===== config.mk =====
export PLATFORM = sky130hd
export DESIGN_NAME = sr_ff_check_sequencer
export DESIGN_NICKNAME = d
export VERILOG_FILES = /design/src/rtl/sr_ff_check_sequencer_pkg.sv /design/src/rtl/sr_ff_check_sequencer_cmd_buffer.sv /design/src/rtl/sr_ff_check_sequencer.sv
export SDC_FILE = /design/constraint.sdc
export NUM_CORES = 1
export LEC_CHECK = 0
export ABC_AREA = 1
export BUFFER_PORTS_ARGS = -buffer_cell sky130_fd_sc_hd__clkbuf_2
export CAP_MARGIN = 20
export CORE_UTILIZATION = 38
export CTS_BUF_LIST = sky130_fd_sc_hd__clkbuf_4
export CTS_CLUSTER_DIAMETER = 100
export DETAILED_ROUTE_END_ITERATION = 8
export GPL_TIMING_DRIVEN = 0
export PLACE_DENSITY = 0.61
export REMOVE_ABC_BUFFERS = 1
export SETUP_SLACK_MARGIN = 0.3
export SYNTH_ARGS = -nofsm -noshare
export SYNTH_HDL_FRONTEND = slang
export SYNTH_SLANG_ARGS = --single-unit

===== constraint.sdc =====
create_clock -name clk -period 7.3 [get_ports clk]
set_input_delay 0.365 -clock clk [delete_from_list [all_inputs] [get_ports clk]]
set_output_delay 0.365 -clock clk [all_outputs]
set_load 0.05 [all_outputs]

===== src/rtl/sr_ff_check_sequencer_pkg.sv =====
// Shared types for the SR flip-flop check sequencer: command opcodes, FSM states and S/R decode.
package sr_seq_pkg;

  typedef enum logic [1:0] {
    OP_HOLD    = 2'b00,
    OP_RESET   = 2'b01,
    OP_SET     = 2'b10,
    OP_ILLEGAL = 2'b11
  } sr_op_t;

  typedef enum logic [2:0] {
    ST_IDLE   = 3'd0,
    ST_INIT   = 3'd1,
    ST_APPLY  = 3'd2,
    ST_SETTLE = 3'd3,
    ST_CHECK  = 3'd4,
    ST_DONE   = 3'd5
  } state_t;

  // Returns {S,R}; anything that is not a clean set/reset drives neither line.
  function automatic logic [1:0] decode_sr(input sr_op_t op);
    case (op)
      OP_SET:   return 2'b10;
      OP_RESET: return 2'b01;
      default:  return 2'b00;
    endcase
  endfunction

endpackage


===== src/rtl/sr_ff_check_sequencer_cmd_buffer.sv =====
// Command register file for the sequencer: append-only writes, synchronous clear, async read by step index.
module sr_cmd_buffer import sr_seq_pkg::*; #(
  parameter  int SEQ_LEN = 8,
  localparam int IDX_W   = (SEQ_LEN > 1) ? $clog2(SEQ_LEN) : 1,
  localparam int CNT_W   = $clog2(SEQ_LEN + 1)
) (
  input  logic             clk,
  input  logic             rst,
  input  logic             clr,
  input  logic             wr_en,
  input  sr_op_t           wr_op,
  input  logic [IDX_W-1:0] rd_idx,
  output sr_op_t           rd_op,
  output logic [CNT_W-1:0] count
);

  // Storage is padded to a power of two so every rd_idx value addresses a real entry.
  localparam int DEPTH = 1 << IDX_W;

  sr_op_t           mem_q [DEPTH];
  sr_op_t           mem_d [DEPTH];
  logic [CNT_W-1:0] count_q, count_d;

  always_comb begin
    mem_d   = mem_q;
    count_d = count_q;
    if (clr) begin
      count_d = '0;
    end else if (wr_en && (count_q < CNT_W'(SEQ_LEN))) begin
      mem_d[count_q[IDX_W-1:0]] = (wr_op == OP_ILLEGAL) ? OP_HOLD : wr_op;
      count_d                   = count_q + CNT_W'(1);
    end else begin
      count_d = count_q;
    end
  end

  always_ff @(posedge clk) begin
    if (rst) begin
      count_q <= '0;
      for (int i = 0; i < DEPTH; i++) begin
        mem_q[i] <= OP_HOLD;
      end
    end else begin
      count_q <= count_d;
      mem_q   <= mem_d;
    end
  end

  assign rd_op = mem_q[rd_idx];
  assign count = count_q;

endmodule


===== src/rtl/sr_ff_check_sequencer.sv =====
// Sequencer that replays buffered SR commands into three SR flop implementations and checks them
// against a golden model. Define SR_SEQ_STOP_ON_MISMATCH_EN to end a run at the first failing check.
module sr_ff_check_sequencer import sr_seq_pkg::*; #(
  parameter  int SEQ_LEN       = 8,
  parameter  int SETTLE_CYCLES = 0,
  localparam int IDX_W         = (SEQ_LEN > 1) ? $clog2(SEQ_LEN) : 1,
  localparam int CNT_W         = $clog2(SEQ_LEN + 1)
) (
  input  logic             clk,
  input  logic             rst,
  input  logic             cmd_valid,
  input  logic [1:0]       cmd_op,
  output logic             cmd_ready,
  input  logic             start,
  output logic             busy,
  output logic             done,
  output logic             dut_rst,
  output logic             S,
  output logic             R,
  input  logic             q_jk,
  input  logic             q_d,
  input  logic             q_t,
  output logic             mismatch,
  output logic             illegal,
  output logic [7:0]       err_count,
  output logic [IDX_W-1:0] step_idx
);

  state_t           state_q, state_d;
  logic [IDX_W-1:0] step_idx_q, step_idx_d;
  logic [3:0]       settle_q, settle_d;
  logic             q_exp_q, q_exp_d;
  logic [7:0]       err_q, err_d;
  logic             mismatch_q, mismatch_d;
  logic             illegal_q, illegal_d;
  logic             ill_buf_q, ill_buf_d;
  logic             s_q, s_d, r_q, r_d;

  logic             push_s;
  logic [CNT_W-1:0] count_s;
  sr_op_t           rd_op_s;
  logic             any_diff_s;
  logic             last_step_s;
  logic [CNT_W:0]   next_idx_s;

  assign cmd_ready   = (state_q == ST_IDLE) && !start && (count_s < CNT_W'(SEQ_LEN));
  assign push_s      = cmd_valid && cmd_ready;
  assign any_diff_s  = (q_jk != q_exp_q) || (q_d != q_exp_q) || (q_t != q_exp_q);
  assign next_idx_s  = (CNT_W+1)'(step_idx_q) + (CNT_W+1)'(1);
  assign last_step_s = (next_idx_s >= {1'b0, count_s});

  sr_cmd_buffer #(.SEQ_LEN(SEQ_LEN)) u_buf (
    .clk    (clk),
    .rst    (rst),
    .clr    (state_q == ST_DONE),
    .wr_en  (push_s),
    .wr_op  (sr_op_t'(cmd_op)),
    .rd_idx (step_idx_d),
    .rd_op  (rd_op_s),
    .count  (count_s)
  );

  always_comb begin
    state_d    = state_q;
    step_idx_d = step_idx_q;
    settle_d   = settle_q;
    q_exp_d    = q_exp_q;
    err_d      = err_q;
    mismatch_d = mismatch_q;
    illegal_d  = illegal_q;
    ill_buf_d  = ill_buf_q;

    // ill_buf remembers an illegal op in the pending buffer so INIT can re-arm illegal for this run.
    if (push_s && (cmd_op == OP_ILLEGAL)) begin
      illegal_d = 1'b1;
      ill_buf_d = 1'b1;
    end else begin
      ill_buf_d = ill_buf_q;
    end

    case (state_q)
      ST_IDLE: begin
        if (start) begin
          state_d    = ST_INIT;
          step_idx_d = '0;
        end else begin
          state_d = ST_IDLE;
        end
      end
      ST_INIT: begin
        q_exp_d    = 1'b0;
        err_d      = 8'd0;
        mismatch_d = 1'b0;
        illegal_d  = ill_buf_q;
        state_d    = (count_s != '0) ? ST_APPLY : ST_DONE;
      end
      ST_APPLY: begin
        q_exp_d  = s_q ? 1'b1 : (r_q ? 1'b0 : q_exp_q);
        settle_d = 4'd0;
        state_d  = (SETTLE_CYCLES > 0) ? ST_SETTLE : ST_CHECK;
      end
      ST_SETTLE: begin
        if (settle_q == 4'(SETTLE_CYCLES - 1)) begin
          state_d = ST_CHECK;
        end else begin
          settle_d = settle_q + 4'd1;
        end
      end
      ST_CHECK: begin
        if (any_diff_s) begin
          mismatch_d = 1'b1;
          err_d      = (err_q == 8'hFF) ? err_q : (err_q + 8'd1);
        end else begin
          mismatch_d = mismatch_q;
        end
`ifdef SR_SEQ_STOP_ON_MISMATCH_EN
        if (any_diff_s || last_step_s) begin
`else
        if (last_step_s) begin
`endif
          state_d = ST_DONE;
        end else begin
          state_d    = ST_APPLY;
          step_idx_d = step_idx_q + IDX_W'(1);
        end
      end
      ST_DONE: begin
        ill_buf_d = 1'b0;
        state_d   = ST_IDLE;
      end
      default: begin
        state_d = ST_IDLE;
      end
    endcase

    // S/R are computed from the next state so the flop outputs line up with the APPLY cycle.
    {s_d, r_d} = (state_d == ST_APPLY) ? decode_sr(rd_op_s) : 2'b00;
  end

  always_ff @(posedge clk) begin
    if (rst) begin
      state_q    <= ST_IDLE;
      step_idx_q <= '0;
      settle_q   <= 4'd0;
      q_exp_q    <= 1'b0;
      err_q      <= 8'd0;
      mismatch_q <= 1'b0;
      illegal_q  <= 1'b0;
      ill_buf_q  <= 1'b0;
      s_q        <= 1'b0;
      r_q        <= 1'b0;
    end else begin
      state_q    <= state_d;
      step_idx_q <= step_idx_d;
      settle_q   <= settle_d;
      q_exp_q    <= q_exp_d;
      err_q      <= err_d;
      mismatch_q <= mismatch_d;
      illegal_q  <= illegal_d;
      ill_buf_q  <= ill_buf_d;
      s_q        <= s_d;
      r_q        <= r_d;
    end
  end

  assign busy      = (state_q != ST_IDLE);
  assign done      = (state_q == ST_DONE);
  assign dut_rst   = (state_q == ST_INIT);
  assign S         = s_q;
  assign R         = r_q;
  assign mismatch  = mismatch_q;
  assign illegal   = illegal_q;
  assign err_count = err_q;
  assign step_idx  = step_idx_q;

endmodule


# Word-level counts from Yosys, hierarchy flattened
# Cells that the tools add are included.
[totals]
ram_bits = 0
mem_bits_ro = 0
regBits = 44
mem_count = 0
latch_bits = 0
output_inout_bits = 19
[op_classes]
n_eq_ne = 18
n_addsub = 5
mux = 28
shifts = 0
magnitude_cmp = 5
n_mul = 0
reduce_logical = 23
n_bitwise = 4
n_div = 0
[op_table]
columns = ["operator", "count"]
rows = [
  ["$bwmux W16", 1],
  ["$mux W8", 2],
  ["$pmux W8 S2", 1],
  ["$mux W3", 5],
  ["$pmux W3 S5", 1],
  ["$eq A3 B2 Y1 const B", 3],
  ["$add A4 B1 Y4 const B", 2],
  ["$add A8 B1 Y8 const B", 1],
  ["$eq A8 B8 Y1 const B", 1],
  ["$ge A4 B4 Y1 const B", 2],
  ["$mux W2", 4],
  ["$not A3 Y4", 2],
  ["$pmux W4 S2", 1],
  ["$reduce_and A2 Y1", 4],
  ["$reduce_bool A2 Y1", 4],
  ["$bmux W2 S3", 1],
  ["$demux W2 S3", 1],
  ["$eq A3 B3 Y1 const B", 2],
  ["$logic_and A1 B1 Y1", 6],
  ["$mux W1", 6],
  ["$ne A2 B2 Y1 const B", 3],
  ["$pmux W3 S2", 1],
  ["$add A3 B1 Y4 const B", 1],
  ["$eq A2 B2 Y1 const B", 2],
  ["other kinds (20)", 26],
]

# Logic depth before layout (Yosys ltp)
# Gate-level depths: netlist of the first run.
[logic_depth]
depth_word = 10
depth_mapped = 16
ltp_nobuf = 16

# Hierarchy
# Synthesis of the first run repeated with hierarchy kept, for this count alone.
[unflattened]
cells_unflattened = 402
area_unflattened_um2 = 2585.0
[modules_own_cells]
columns = ["module", "cells_each", "area_per_inst_um2", "instances"]
rows = [
  ["sr_ff_check_sequencer", 213, 1466.4, 1],
  ["sr_cmd_buffer", 189, 1118.6, 1],
]

# Worst setup path after synthesis of the first run
# No wires, ideal clock.
[synth_timing]
kind = "flip-flop to flip-flop"
startpoint = "register step_idx_q[0], in the netlist step_idx[0]"
endpoint = "register r_q, in the netlist R"
setup_slack_ps = 4423
period_less_slack_ps = 2877
required_time_ps = 7184
stages_incl_launch_ff = 15
setup_time_ps = 116
t_arrival_ps = 2761
n_path_buf = 0
cell_sequence = "dfxtp_1 -> ha_1 -> xor2_1 -> ha_1 -> a21oi_1 -> nand4_4 -> nand3_1 -> nand2_1 -> inv_1 -> nand3_1 -> nand3_1 -> nand2_1 -> ha_1 -> inv_1 -> and3_1"
[synth_between]
elab_chain_cells = 10
[synth_lines]
columns = ["item", "line_no", "text"]
rows = [
  ["from (decl)", "sr_ff_check_sequencer.sv:30", "logic [IDX_W-1:0] step_idx_q, step_idx_d;"],
  ["from (signal assigned)", "sr_ff_check_sequencer.sv:154", "step_idx_q <= step_idx_d;"],
  ["$add A3 B1 Y4", "sr_ff_check_sequencer.sv:49", "assign next_idx_s = (CNT_W+1)'(step_idx_q) + (CNT_W+1)'(1);"],
  ["$ge A4 B4 Y1", "sr_ff_check_sequencer.sv:50", "assign last_step_s = (next_idx_s >= {1'b0, count_s});"],
  ["$mux W3", "sr_ff_check_sequencer.sv:119", "if (last_step_s) begin"],
  ["$pmux W3 S2", "sr_ff_check_sequencer.sv:81", "case (state_q)"],
  ["$not A3 Y4 (not written as such)", "sr_ff_check_sequencer_cmd_buffer.sv:49", "assign rd_op = mem_q[rd_idx];"],
  ["$bmux W2 S3", "sr_ff_check_sequencer_cmd_buffer.sv:49", ""],
  ["$mux W2 (not written as such) (2 in a row)", "sr_ff_check_sequencer_cmd_buffer.sv:49", ""],
  ["$eq A2 B1 Y1 or $eq A2 B2 Y1 (tied branches)", "sr_ff_check_sequencer_pkg.sv:22", "case (op)"],
  ["$pmux W2 S2", "sr_ff_check_sequencer_pkg.sv:22", ""],
  ["to (signal assigned)", "sr_ff_check_sequencer.sv:162", "r_q <= r_d;"],
  ["to (decl)", "sr_ff_check_sequencer.sv:37", "logic s_q, s_d, r_q, r_d;"],
]
# Several ways; a longest one is shown, not always the timed one. The select of a mux whose other input is x is not followed.
# A chain may end at the register's enable or synchronous reset.

# Worst setup path in the final report of the first run
# Same ends and word-level chain as after synthesis.

==> results of run 1 <==
## routing by layer
layer,track usage,part of all wire,vias up
met5,0,0,-
met4,0.0536,0.011,0
met3,0.0348,0.048,7
met2,0.288,0.45,34
met1,0.229,0.49,959
li1,-,-,1139
## state kept, by name, indices dropped and copies added, names as in the netlist
signal and flops:
R 1, S 1, err_count 8, ill_buf_q 1, illegal 1, mismatch 1
q_exp_q 1, settle_q 4, state_q 3, step_idx 3, u_buf.count 4, u_buf.mem_q 16
## power by group
part	leakage (nW)	switching, mW	internal, mW
Combinational	0.759	0.201	0.0694
Sequential	0.356	0.0212	0.260
Clock	0.0654	0.0809	0.141
## Yosys cell counts (2+ instances only)
library cell | number | area share
a211oi_1 | 7 | 0.022
a21oi_1 | 25 | 0.053
a31oi_1 | 3 | 0.0079
and3_1 | 2 | 0.0053
clkbuf_1 | 3 | 0.0048
dfxtp_1 | 44 | 0.37
ha_1 | 11 | 0.058
inv_1 | 44 | 0.070
inv_2 | 4 | 0.0063
nand2_1 | 67 | 0.11
nand2_4 | 2 | 0.0095
nand3_1 | 33 | 0.070
nand3_2 | 3 | 0.013
nand3b_1 | 2 | 0.0063
nand4_1 | 9 | 0.024
nor2_1 | 22 | 0.035
nor2_2 | 2 | 0.0053
nor2_4 | 3 | 0.014
nor3_1 | 7 | 0.015
nor3_2 | 2 | 0.0085
o21ai_0 | 18 | 0.038
xor2_1 | 4 | 0.015
## worst max-delay path by stage
| stage | start | endpoint | slack (ps) | cells past startpoint |
|---|---|---|---|---|
| after detailed placement | step_idx[0] | R | 4460 | 14 |
| after global routing | step_idx[0] | R | 4160 | 15 |
| after global placement | step_idx[0] | R | 4470 | 14 |
| final | step_idx[0] | R | 4440 | 14 |
| after floorplan | step_idx[0] | R | 4420 | 14 |
| after CTS | step_idx[0] | R | 4430 | 14 |
## cells by family (layout without fill, tap and decap cells)
group,after synthesis,after routing,share of synthesized area
xor+xnor,5,5,0.0185
fa+ha+maj,11,11,0.0581
buf+inv,52,83,0.0856
simple gates,159,159,0.338
flops,44,44,0.372
compound gates,55,55,0.128
## area by class of cell
| type | instances | area (um^2) |
|---|---|---|
| fillers | 617 | 3250 |
| multi-input cells | 230 | 1280 |
| flip-flops and latches | 44 | 881 |
| inverters | 48 | 180 |
| repair buffers | 27 | 135 |
| well taps | 75 | 93.8 |
| clock inverters | 3 | 90.1 |
| clock buffers | 5 | 37.5 |
## worst max-delay path: cells and delay by family (launching register included)
family	cells	cell delay, ps
xor gates and xnor gates	1	180
buffers and inverters	2	200
AOI/OAI and AO/OA	1	450
and+or+nand+nor	7	860
adders and majority gates	3	690
DFF	1	390
## stage by stage
stage,setup WS [ps],utilization,cells
6_report,4440,0.454,432
5_1_grt,4160,0.454,432
4_1_cts,4430,0.454,432
3_5_place_dp,4460,0.432,424
3_3_place_gp,4470,0.432,424
2_1_floorplan,4420,-,322
==> flow_metrics.env, run 1 <==
export IMPL_cts_num_sinks=44
export IMPL_clock_fmax_mhz=350
export IMPL_wl_um=5120
export IMPL_cts_root_buf="clkbuf_4"
export IMPL_grt_antenna_before_repair=0
export IMPL_fin_crit_sh=0.392
export IMPL_htree_num_levels=2
export IMPL_drtPass1Iterations=4
export IMPL_crit_type="reg -> reg"
export IMPL_cp_slowest_cell="a21oi_1"
export IMPL_die_area_um2=6550
export IMPL_hold_viol_final=0
export IMPL_slew_headroom=0.646
export IMPL_setup_viol=0
export IMPL_port_buffers=27
export IMPL_dp_hpwl_um=4020
export IMPL_ys_warnings_count=0
export IMPL_synth_edf_count=0
export IMPL_synth_main_ff_cell="dfxtp_1"
export IMPL_grt_max_degree=22
export IMPL_grt_total_usage=0.175
export IMPL_dr_total_vias=2139
export IMPL_hp_start="cmd_op[1]"
export IMPL_place_area_um2=2570
export IMPL_cts_hold_buf=0
export IMPL_worstSetupStartpointType="register"
export IMPL_start_util=0.397
export IMPL_drc=0
export IMPL_final_common_cell="nand2_1"
export IMPL_reg2reg_setup_slack_ps=4440
export IMPL_postCtsResizedCells=0
export IMPL_rsz0062_at_grt="no"
export IMPL_cts_path_max_buffers=2
export IMPL_cts_setup_buffers=0
export IMPL_layout_common_cells="67 x nand2_1, 44 x dfxtp_1, 44 x inv_1"
export IMPL_final_area_um2=2700
export IMPL_tns_ps=0
export IMPL_antenna_left=0
export IMPL_cp_end_kind="register"
export IMPL_wl_per_cell_um=11.9
export IMPL_rr_startpoint="step_idx[0]"
export IMPL_fin_crit_ps=2860
export IMPL_p_leak_nw=1.18
export IMPL_antennaDiodeCount=0
export IMPL_min_delay_path_class="in -> reg"
export IMPL_rr_endpoint="R"
export IMPL_cp_required_ps=7560
export IMPL_ys_seq_area_frac=0.372
export IMPL_rr_worst_depth=14
export IMPL_power_density_nw_per_um2=286
export IMPL_holdPathStages=3
export IMPL_cap_violations=0
export IMPL_synth_seq_cells=44
export IMPL_holdPathEnd="ill_buf_q"
export IMPL_ir_drop_mv=0.182
export IMPL_finClkSkew_ps=15.5
export IMPL_cts_tree="yes"
export IMPL_syn_to_final_growth_pct=14.1
export IMPL_synthCells=326
export IMPL_layout_drive_gt1_share=0.157
export IMPL_cpPeakStageDelay_ps=450
export IMPL_whs_ps=344
export IMPL_worstPathArrival_ps=3120
export IMPL_gp_congestion=0.777
export IMPL_grt_overflow_total=0
export IMPL_die_w_um=80.9
export IMPL_synth_cell_types=31
export IMPL_tightest_slew_ps=531
export IMPL_synthArstFlopShare=0
export IMPL_vias_per_cell=4.95
export IMPL_drt_iter0_markers=80
export IMPL_crit_path_cell_trace="ha_1 > xor2_1 > ha_1 > a21oi_1 > nand4_4 > nand3_1 > nand2_1 > inv_1 > nand3_1 > nand3_1 > nand2_1 > ha_1 > inv_1 > and3_1"
export IMPL_first_global_vias=1966
export IMPL_worstSkewPairLatency_ps=360
export IMPL_mappedNetlistArea_um2=2370
export IMPL_p_total_mw=0.773
export IMPL_fin_nets=376
export IMPL_die_h_um=80.9
export IMPL_clk_pin_slew_ps=120
export IMPL_status="finished, final reports clean"
export IMPL_crit_fanout=5
export IMPL_num_rows=28
export IMPL_cts_made_buffers=5
export IMPL_slew_violations=0
export IMPL_io_pins=28
export IMPL_grt_pass1_wl_um=8820
export IMPL_core_area_um2=5960
export IMPL_avgSynthCellArea_um2=7.26
(Power assumes the default switching activity.)
==> run 2, diff against run 1 <==
Clock period 7.3 ns to 2.7 ns, I/O delays scaled along.
==> flow_metrics.env, run 2 (synthesized netlist as in run 1, its figures left out) <==
export IMPL_io_pins=28
export IMPL_syn_to_final_growth_pct=32.5
export IMPL_wl_per_cell_um=13.5
export IMPL_cts_made_buffers=5
export IMPL_layout_drive_gt1_share=0.314
export IMPL_p_total_mw=2.19
export IMPL_ir_drop_mv=0.557
export IMPL_tightest_slew_ps=583
export IMPL_final_area_um2=3140
export IMPL_clock_fmax_mhz=386
export IMPL_antenna_left=0
export IMPL_layout_common_cells="53 x nand2_1, 41 x dfxtp_1, 39 x inv_1"
export IMPL_largest_reg_flops=16
export IMPL_p_leak_nw=1.33
export IMPL_status="finished, final reports clean"
export IMPL_first_global_vias=2129
export IMPL_min_delay_path_class="in -> reg"
export IMPL_num_rows=28
export IMPL_wl_um=6100
export IMPL_grt_overflow_total=0
export IMPL_dr_total_vias=2280
export IMPL_cp_required_ps=3010
export IMPL_antennaDiodeCount=0
export IMPL_crit_type="reg -> reg"
export IMPL_power_density_nw_per_um2=698
export IMPL_final_common_cell="nand2_1"
export IMPL_worstSetupStartpointType="register"
export IMPL_cts_hold_buf=0
export IMPL_crit_fanout=5
export IMPL_die_area_um2=6550
export IMPL_drtPass1Iterations=4
export IMPL_cts_num_sinks=44
export IMPL_crit_path_cell_trace="ha_4 > xor2_4 > buf_6 > buf_4 > buf_4 > buf_4 > buf_6 > buf_4 > buf_4 > nand4_1 > o21ai_4 > inv_2 > nand3_2 > nand2_2 > ha_4 > inv_2 > and3_4"
export IMPL_hold_viol_final=0
export IMPL_cpPeakStageDelay_ps=390
export IMPL_drc=0
export IMPL_rsz0062_at_grt="yes"
export IMPL_slew_headroom=0.610
export IMPL_port_buffers=27
export IMPL_fin_nets=395
export IMPL_cap_violations=0
export IMPL_worstSkewPairLatency_ps=360
export IMPL_cp_slowest_cell="dfxtp_4"
export IMPL_drt_iter0_markers=106
export IMPL_regMostFlops="u_buf.mem_q"
export IMPL_cp_end_kind="register"
export IMPL_finClkSkew_ps=11.3
export IMPL_start_util=0.397
export IMPL_cts_tree="yes"
export IMPL_htree_num_levels=2
export IMPL_path_buf_inv=9
export IMPL_critical_path_most_common_cell="buf_4"
export IMPL_dp_cells=424
export IMPL_core_area_um2=5960
export IMPL_fin_crit_sh=0.959
export IMPL_vias_per_cell=5.06
export IMPL_postLayoutCoreUtil=0.526
export IMPL_dp_hpwl_um=4020
export IMPL_slew_violations=0
export IMPL_grt_max_degree=22
export IMPL_setup_viol=0
export IMPL_grt_pass1_wl_um=9730
export IMPL_cts_root_buf="clkbuf_4"
export IMPL_fin_crit_ps=2590
export IMPL_fin_cells=451
export IMPL_clk_pin_slew_ps=140
export IMPL_grt_antenna_before_repair=0
export IMPL_worstPathArrival_ps=2900
export IMPL_place_area_um2=2570
export IMPL_cpLargestDelayFamily="buffers and inverters"
export IMPL_cts_path_max_buffers=2
export IMPL_die_w_um=80.9
export IMPL_die_h_um=80.9
export IMPL_grt_total_usage=0.194
export IMPL_gp_congestion=0.777
-- run 2: layout make-up --
| class | instances | area, um^2 |
|---|---|---|
| fillers | 569 | 2820 |
| multi-input cells | 232 | 1550 |
| flip-flops and latches | 44 | 890 |
| repair buffers | 44 | 290 |
| inverters | 48 | 185 |
| well taps | 75 | 93.8 |
| clock inverters | 3 | 90.1 |
| clock buffers | 5 | 37.5 |
-- run 2: power by group --
part	internal, mW	switching [mW]
clock	0.381	0.220
sequential	0.702	0.0567
combinational	0.217	0.612
-- run 2: worst register-to-register path, stage by stage, from the launching register on --
cell and delay (ps):
dfxtp_4 390, ha_4 180, xor2_4 200, buf_6 130, buf_4 120, buf_4 120
buf_4 120, buf_6 100, buf_4 120, buf_4 120, nand4_1 130, o21ai_4 110
inv_2 110, nand3_2 90, nand2_2 100, ha_4 200, inv_2 50, and3_4 160
-- run 2: final timing paths --
kind                     from  depth (start not counted)   endpoint  slack (ps)
setup / recovery  step_idx[1]                         17          R         110
setup reg to reg  step_idx[1]                         17          R         110
hold reg to reg     ill_buf_q                          2  ill_buf_q         450
hold / removal      cmd_op[1]                          3  ill_buf_q         120
-- run 2: repair_timing --
action / CTS / global route
setup endpoints to repair: 2 / 2
resized for setup: 35 / 28
cloned: 1 / 1
setup buffers: 14 / 3
pin swaps: 13 / 16
-- run 2: layer usage --
layer,wire (um),part of all wire,GRT usage
met5,0,0,0
met4,79,0.013,0.0571
met3,162,0.027,0.0360
met2,3020,0.50,0.334
met1,2840,0.46,0.243
-- run 2: stage by stage --
step | hold slack (ps) | worst slack (ps) | TNS (ps)
3_5_place_dp | 438 | -138 | -270
4_1_cts | 98.0 | 189 | 0
3_3_place_gp | 435 | -135 | -262
5_1_grt | 104 | 5.07 | 0
6_report | 120 | 109 | 0
2_1_floorplan | 204 | -177 | -353
==> run 3, diff against run 2 <==
Settings changed: PLACE_DENSITY 0.61 to default.
==> flow_metrics.env, run 3 (synthesized netlist as in run 1, its figures left out) <==
export IMPL_ir_drop_mv=0.523
export IMPL_layout_drive_gt1_share=0.318
export IMPL_first_global_vias=2068
export IMPL_final_common_cell="nand2_1"
export IMPL_hold_viol_final=0
export IMPL_cp_required_ps=2960
export IMPL_power_density_nw_per_um2=683
export IMPL_cpPeakStageDelay_ps=380
export IMPL_grt_antenna_before_repair=0
export IMPL_crit_path_cell_trace="ha_4 > xor2_4 > buf_6 > buf_4 > buf_4 > buf_4 > buf_4 > buf_4 > nand4_1 > o21ai_4 > buf_6 > nand3_2 > nand2_1 > ha_1 > inv_1 > and3_1"
export IMPL_antennaDiodeCount=0
export IMPL_p_leak_nw=1.39
export IMPL_cts_tree="yes"
export IMPL_drc=0
export IMPL_grt_overflow_total=0
export IMPL_cts_path_max_buffers=2
export IMPL_drtPass1Iterations=4
export IMPL_rr_startpoint="step_idx[1]"
export IMPL_cts_hold_buf=0
export IMPL_cap_violations=0
export IMPL_num_rows=28
export IMPL_worstSetupStartpointType="register"
export IMPL_largest_reg_flops=16
export IMPL_rsz0062_at_grt="yes"
export IMPL_layout_common_cells="54 x nand2_1, 41 x dfxtp_1, 40 x inv_1"
export IMPL_grt_max_degree=22
export IMPL_port_buffers=27
export IMPL_cts_root_buf="clkbuf_4"
export IMPL_cp_slowest_cell="dfxtp_4"
export IMPL_holdPathEnd="ill_buf_q"
export IMPL_setup_viol=0
export IMPL_core_area_um2=5960
export IMPL_htree_num_levels=2
export IMPL_gp_congestion=0.834
export IMPL_holdPathStages=3
export IMPL_drt_iter0_markers=77
export IMPL_rr_worst_depth=16
export IMPL_hp_start="cmd_op[1]"
export IMPL_dp_hpwl_um=3960
export IMPL_clk_pin_slew_ps=130
export IMPL_syn_to_final_growth_pct=34.0
export IMPL_rr_endpoint="S"
export IMPL_min_delay_path_class="in -> reg"
export IMPL_crit_type="reg -> reg"
export IMPL_critical_path_most_common_cell="buf_4"
export IMPL_fin_crit_ps=2530
export IMPL_worstPathArrival_ps=2780
export IMPL_die_area_um2=6550
export IMPL_fin_crit_sh=0.936
export IMPL_die_w_um=80.9
export IMPL_dr_total_vias=2308
export IMPL_vias_per_cell=5.07
export IMPL_io_pins=28
export IMPL_place_area_um2=2570
export IMPL_slew_violations=0
export IMPL_clock_fmax_mhz=396
export IMPL_fin_nets=399
export IMPL_slew_headroom=0.594
export IMPL_wl_per_cell_um=13.1
export IMPL_antenna_left=0
export IMPL_tightest_slew_ps=607
export IMPL_status="finished, final reports clean"
export IMPL_tns_ps=0
export IMPL_reg2reg_setup_slack_ps=170
export IMPL_regMostFlops="u_buf.mem_q"
export IMPL_worstSkewPairLatency_ps=350
export IMPL_final_area_um2=3170
export IMPL_die_h_um=80.9
export IMPL_crit_fanout=4
export IMPL_grt_pass1_wl_um=9470
export IMPL_start_util=0.397
export IMPL_cts_num_sinks=44
export IMPL_cp_end_kind="register"
export IMPL_wl_um=5940
export IMPL_grt_total_usage=0.190
export IMPL_cts_made_buffers=5
export IMPL_finClkSkew_ps=8.21
-- run 3: cell types whose count changed in the layout (fill, tap and decap cells not counted), moves of 2 or more --
cell	delta
buf_4	+4
buf_6	+2
nand2_2	-5
nand2_4	+4
nand3_1	-3
nand3_2	+2
-- run 3: layout make-up --
type / count / area (um^2)
fillers: 581 / 2780
multi-input cells: 231 / 1550
flip-flops and latches: 44 / 890
repair buffers: 49 / 323
inverters: 48 / 185
well taps: 75 / 93.8
clock inverters: 3 / 90.1
clock buffers: 5 / 37.5
-- run 3: worst max-delay path by stage --
stage                     slack (ps)        start  endpoint  cells past startpoint
after global placement          -120  step_idx[0]         R                     14
after detailed placement        -160  step_idx[0]         R                     14
after global routing              50  step_idx[1]         R                     16
after CTS                        190  step_idx[1]         R                     16
final                            170  step_idx[1]         S                     16
after floorplan                 -180  step_idx[0]         R                     14
-- run 3: critical path, delay by kind of cell, from the launching register on --
family | cells | cell delay [ps]
buffers and inverters | 8 | 900
adders and majority gates | 2 | 430
and+or+nand+nor | 4 | 410
DFF | 1 | 380
xor gates and xnor gates | 1 | 200
AOI/OAI and AO/OA | 1 | 100
-- run 3: stage by stage --
stage	utilization	hold WS (ps)	cells	total power, mW	setup WS (ps)
6_report	0.533	109	455	2.17	173
5_1_grt	0.533	91.8	455	2.30	47.6
4_1_cts	0.508	102	449	2.16	193
3_5_place_dp	0.432	439	424	1.51	-163
3_3_place_gp	0.432	435	424	1.50	-121
2_1_floorplan	-	204	322	1.34	-177
-- run 3: routing by layer --
metal / track usage / up-vias / share of wire
li1: - / 1194 / -
met2: 0.331 / 50 / 0.50
met5: 0 / - / 0
met4: 0.0625 / 0 / 0.014
met1: 0.232 / 1053 / 0.44
met3: 0.0371 / 11 / 0.048
-- run 3: timing repair --
action / CTS / global route
cloned: 1 / 0
setup endpoints to repair: 2 / 2
setup buffers: 16 / 6
resized for setup: 48 / 20
pin swaps: 17 / 22
hold endpoints to repair: 0 / 0
-- run 3: report_power, final --
part,total (mW),internal (mW),switching (mW),leakage (nW)
registers,0.759,0.701,0.0571,0.358
logic,0.813,0.214,0.599,0.964
clock network,0.596,0.381,0.215,0.0654
